===== config.mk =====
export PLATFORM = sky130hd
export DESIGN_NAME = mult_share_arb
export DESIGN_NICKNAME = d
export VERILOG_FILES = /design/src/rtl/mult_share_arb.sv
export SDC_FILE = /design/constraint.sdc
export NUM_CORES = 1
export LEC_CHECK = 0
export BUFFER_PORTS_ARGS = -buffer_cell sky130_fd_sc_hd__clkbuf_2
export CAP_MARGIN = 20
export CELL_PAD_IN_SITES_DETAIL_PLACEMENT = 1
export CELL_PAD_IN_SITES_GLOBAL_PLACEMENT = 2
export CORE_MARGIN = 10
export CORE_UTILIZATION = 28
export CTS_CLUSTER_SIZE = 40
export DETAILED_ROUTE_END_ITERATION = 10
export PLACE_DENSITY = 0.76
export SKIP_CTS_REPAIR_TIMING = 1
export SYNTH_ARGS = -nofsm -noshare
export SYNTH_HDL_FRONTEND = slang
export SYNTH_SLANG_ARGS = --single-unit

===== constraint.sdc =====
create_clock -name clk -period 10 [get_ports clk]
set_input_delay 2 -clock clk [delete_from_list [all_inputs] [get_ports clk]]
set_output_delay 2 -clock clk [all_outputs]
set_load 0.01 [all_outputs]

===== src/rtl/mult_share_arb.sv =====
// Round-robin sharing of one radix-4 Booth 16x16 multiplier among NREQ requesters.
// Two-stage pipeline: S1 holds granted operands, S2 holds the registered product.

module rad4_exact_mult (
  input  logic [15:0] x,
  input  logic [15:0] y,
  output logic [31:0] p
);

  logic [31:0] xs;
  logic [16:0] y_ext;
  logic [31:0] pp [8];

  assign xs    = {{16{x[15]}}, x};
  assign y_ext = {y, 1'b0};

  // Each overlapping bit triplet of y selects a digit in {-2,-1,0,+1,+2}.
  for (genvar g = 0; g < 8; g++) begin : g_pp
    logic [2:0]  trip;
    logic [31:0] mag;

    assign trip = y_ext[2*g +: 3];

    always_comb begin
      case (trip)
        3'b001, 3'b010: mag = xs;
        3'b011:         mag = xs << 1;
        3'b100:         mag = -(xs << 1);
        3'b101, 3'b110: mag = -xs;
        default:        mag = '0;
      endcase
    end

    assign pp[g] = mag << (2*g);
  end

  assign p = pp[0] + pp[1] + pp[2] + pp[3] + pp[4] + pp[5] + pp[6] + pp[7];

endmodule

module mult_share_arb #(
  parameter int NREQ = 4,
  parameter int IDW  = 2
) (
  input  logic               clk,
  input  logic               rst_n,
  input  logic [NREQ-1:0]    req_valid,
  input  logic [16*NREQ-1:0] req_x,
  input  logic [16*NREQ-1:0] req_y,
  output logic [NREQ-1:0]    req_ready,
  output logic               rsp_valid,
  input  logic               rsp_ready,
  output logic [31:0]        rsp_p,
  output logic [IDW-1:0]     rsp_id,
  output logic               busy
);

  logic [15:0]     x_q, y_q;
  logic [IDW-1:0]  id1, id2;
  logic            v1, v2;
  logic [31:0]     p_q;
  logic [31:0]     core_p;
  logic [IDW-1:0]  rr;

  logic            adv;
  logic            grant_any;
  logic [IDW-1:0]  grant_idx;
  logic [IDW:0]    cand;
  logic            accept;
  logic [IDW-1:0]  rr_next;

  rad4_exact_mult u_core (
    .x (x_q),
    .y (y_q),
    .p (core_p)
  );

  assign adv = !v2 || rsp_ready;

  // Search from rr upward, wrapping at NREQ; the first pending requester wins.
  always_comb begin
    grant_any = 1'b0;
    grant_idx = '0;
    cand      = '0;
    for (int k = 0; k < NREQ; k++) begin
      cand = {1'b0, rr} + (IDW+1)'(k);
      if (cand >= (IDW+1)'(NREQ)) cand = cand - (IDW+1)'(NREQ);
      if (!grant_any && req_valid[cand[IDW-1:0]]) begin
        grant_any = 1'b1;
        grant_idx = cand[IDW-1:0];
      end
    end
  end

  assign accept    = rst_n && adv && grant_any;
  assign req_ready = accept ? (NREQ'(1) << grant_idx) : '0;
  assign rr_next   = (grant_idx == IDW'(NREQ-1)) ? '0 : grant_idx + 1'b1;

  // Both stages move together; a stalled S2 freezes the whole pipe.
  always_ff @(posedge clk or negedge rst_n) begin
    if (!rst_n) begin
      x_q <= '0;
      y_q <= '0;
      id1 <= '0;
      v1  <= 1'b0;
      p_q <= '0;
      id2 <= '0;
      v2  <= 1'b0;
      rr  <= '0;
    end else if (adv) begin
      p_q <= core_p;
      id2 <= id1;
      v2  <= v1;
      if (accept) begin
        x_q <= req_x[{grant_idx, 4'd0} +: 16];
        y_q <= req_y[{grant_idx, 4'd0} +: 16];
        id1 <= grant_idx;
        v1  <= 1'b1;
        rr  <= rr_next;
      end else begin
        v1  <= 1'b0;
      end
    end
  end

  assign rsp_valid = v2;
  assign rsp_p     = p_q;
  assign rsp_id    = id2;
  assign busy      = v1 || v2;

endmodule


==> reports/qor.yml <==
global_routing:
  grt_antenna_before_repair: 1
  grt_usage_pct: 22.6
  grt-ovfl-total: 0
  grt_max_degree: 73
  grt_pass1_wl_um: 105000
  first_global_vias: 16086
placed_design:
  dp_hpwl_um: 53000
  pre_cts_ws_ps: 1660
  gp_congestion: 1.00
  port_buffers: 174
clock_tree:
  h-tree-depth: 3
  root_buffer: "clkbuf_16"
  clk_pin_slew_ps: 60
  clk_latency_ps: 380
  cts_tree: "done"
  cts_buffers: 9
  clockBufferDepth: 2
  cts_sinks: 72
yosys:
  yosysUniqueCellTypes: 70
  yosys-top-cells-area: "fa_1, dfrtp_1, nand2_1"
  synth_area_um2: 14300
  synthCells: 2052
  synth-seq-cells: 72
  synth_edf_count: 0
  synth_common_cells: "nand2_1, nor2_1, o21ai_0"
  avgSynthCellArea_um2: 6.97
  synthFlopType: "dfrtp_1"
  synthesis.nets: 2371
  yosysTopAreaCell: "fa_1"
  yosysTopAreaCellShare_pct: 18.3
  ys_warn_count: 0
  yosysMostFrequentCell: "nand2_1"
  async_flop_share_pct: 100
  synth_seq_area_share_pct: 12.6
floorplanning:
  core_region_area_um2: 50300
  std_cell_rows: 82
  pin_count: 175
  die_h_um: 246
  die_area_um2: 60500
  start_util_pct: 28.4
  fp.dieW_um: 246
final_layout:
  layout-drive-gt1-share_pct: 12.9
  nets: 2425
  syn2layout_area_growth_pct: 12.3
  fillers: 6412
sta:
  fin_skew_ps: 14.0
  setup_viol: 0
  finalSetupTns_ps: 0
  slew_viol_final: 0
  hold_violations: 0
  rsz0062_at_grt: "no"
  whs_ps: 470
  slew_headroom_pct: 18.1
  max_slew.worst_pin.slew_ps: 1220
  post-route-min-period_ps: 8390
  period_share_pct: 83.9
  clock.fmax_ghz: 0.119
  fin_ws_ps: 1610
worst_hold_path:
  hold_path.class: "flop to flop"
worst_setup_path:
  critPathRequiredTime_ps: 10220
  worstPathArrival_ps: 8610
  critPathSlowestCell: "or3b_1"
  ff2ff_setup_slack_ps: 1610
  startpoint_type: "flop"
  crit_type: "flop to flop"
  path_max_fanout: 14
  cp-end-kind: "flop"
  slowest_delay_ps: 630
status:
  run_status: "finished, final reports clean"
drt:
  postRouteAntennaNets: 0
  routed_wl_um: 69500
  drcViolationCount: 0
  wire_per_inst_um: 25.0
  drtPass1Iterations: 6
  num_vias: 15803
  viasPerCell: 5.68
  initialDrtViolationCount: 1443
flow_run:
  drv_cap: 0
[cells in the final DEF, fill, tap and decap left out, types with 5 or more instances in the layout]
cell type | Yosys | layout
or3_1 | 8 | 8
fa_1 | 131 | 131
a31oi_1 | 22 | 22
clkbuf_2 | 0 | 173
o221ai_1 | 8 | 8
a22oi_1 | 30 | 30
dfrtp_1 | 72 | 69
mux2i_1 | 36 | 36
o21ai_1 | 31 | 31
xor2_1 | 25 | 25
inv_1 | 171 | 170
nand2b_1 | 12 | 12
nor2_1 | 229 | 229
xnor2_1 | 46 | 46
nand3_1 | 42 | 41
inv_2 | 5 | 6
a21o_1 | 19 | 19
o21ai_0 | 195 | 195
o22ai_1 | 36 | 35
nor3_1 | 19 | 19
a211oi_1 | 13 | 13
nand2_1 | 333 | 332
o21bai_1 | 5 | 5
a221oi_1 | 52 | 52
ha_1 | 53 | 53
or2_2 | 7 | 7
o31ai_1 | 6 | 6
clkbuf_16 | 0 | 9
o211ai_1 | 18 | 18
buf_4 | 0 | 50
a21oi_1 | 162 | 162
a221o_1 | 6 | 6
and2_1 | 7 | 7
[critical path: cells and delay by family (launching register included)]
kind | cells | cell delay (ps)
XOR/XNOR | 2 | 340
AO/OA/AOI/OAI | 9 | 1690
flip-flops | 1 | 570
AND/OR/NAND/NOR | 6 | 2130
buffers and inverters | 5 | 650
adder cells (fa/ha/maj) | 6 | 2840
[worst paths after layout]
check | to | from | cells after the start
min in group asynchronous | rsp_p[11]$_DFFE_PN0N_ | rst_n | 1
worst max-delay path | rsp_p[30]$_DFFE_PN0N_ | x_q[1]$_DFFE_PN0P_ | 28
worst min register to register | rsp_p[2]$_DFFE_PN0N_ | rsp_p[2]$_DFFE_PN0N_ | 2
max in group asynchronous | y_q[3]$_DFFE_PN0P_ | rst_n | 2
worst max register to register | rsp_p[30]$_DFFE_PN0N_ | x_q[1]$_DFFE_PN0P_ | 28
worst min-delay path | rsp_p[2]$_DFFE_PN0N_ | rsp_p[2]$_DFFE_PN0N_ | 2
[metrics by stage]
step                cell area (µm²)  util, %  instances
detailed placement            15700     31.2       2765
floorplan                     14300        -       2052
global route                  16000     31.9       2783
global placement              15700     31.2       2765
finish                        16000     31.9       2784
CTS                           16000     31.9       2781
[logic make-up (layout without fill, tap and decap cells)]
kind of cell | Yosys count | count (layout) | share of synthesized area (%)
AOI/OAI and AO/OA | 642 | 642 | 27.8
DFF | 72 | 72 | 12.6
adders and majority gates | 184 | 184 | 23.0
and+or+nand+nor | 681 | 681 | 19.7
buffers and inverters | 361 | 420 | 9.56
xor gates and xnor gates | 73 | 73 | 4.67
other | 0 | 1 | 0
muxes | 39 | 39 | 2.76
[area by class of cell]
cell class / instances / area [µm²] / share of cell area (%)
inverters: 180 / 676 / 4.21
multi-input cells: 1619 / 11200 / 69.5
clock buffers: 13 / 270 / 1.68
well taps: 672 / 841 / 5.24
flip-flops and latches: 72 / 1810 / 11.3
clock inverters: 3 / 40.0 / 0.250
diodes: 1 / 2.50 / 0.0156
repair buffers: 224 / 1260 / 7.83
[flip-flops by register name (all words and copies together) (netlist names)]
register and count:
y_q 16, v1 1, rsp_valid 1, rsp_p 32, x_q 16, rr 2, rsp_id 2, id1 2
[routing by layer]
| layer | up-vias | GRT usage, % | share of wire, % |
|---|---|---|---|
| met5 | - | 0 | 0.019 |
| met2 | 848 | 33.0 | 41 |
| met1 | 7703 | 30.9 | 44 |
| met3 | 157 | 5.94 | 10 |
| met4 | 2 | 9.51 | 4.4 |
| li1 | 7093 | - | - |
Power is not shown: default switching activity piles up to over one toggle a cycle in this logic, so the estimate is an artifact.
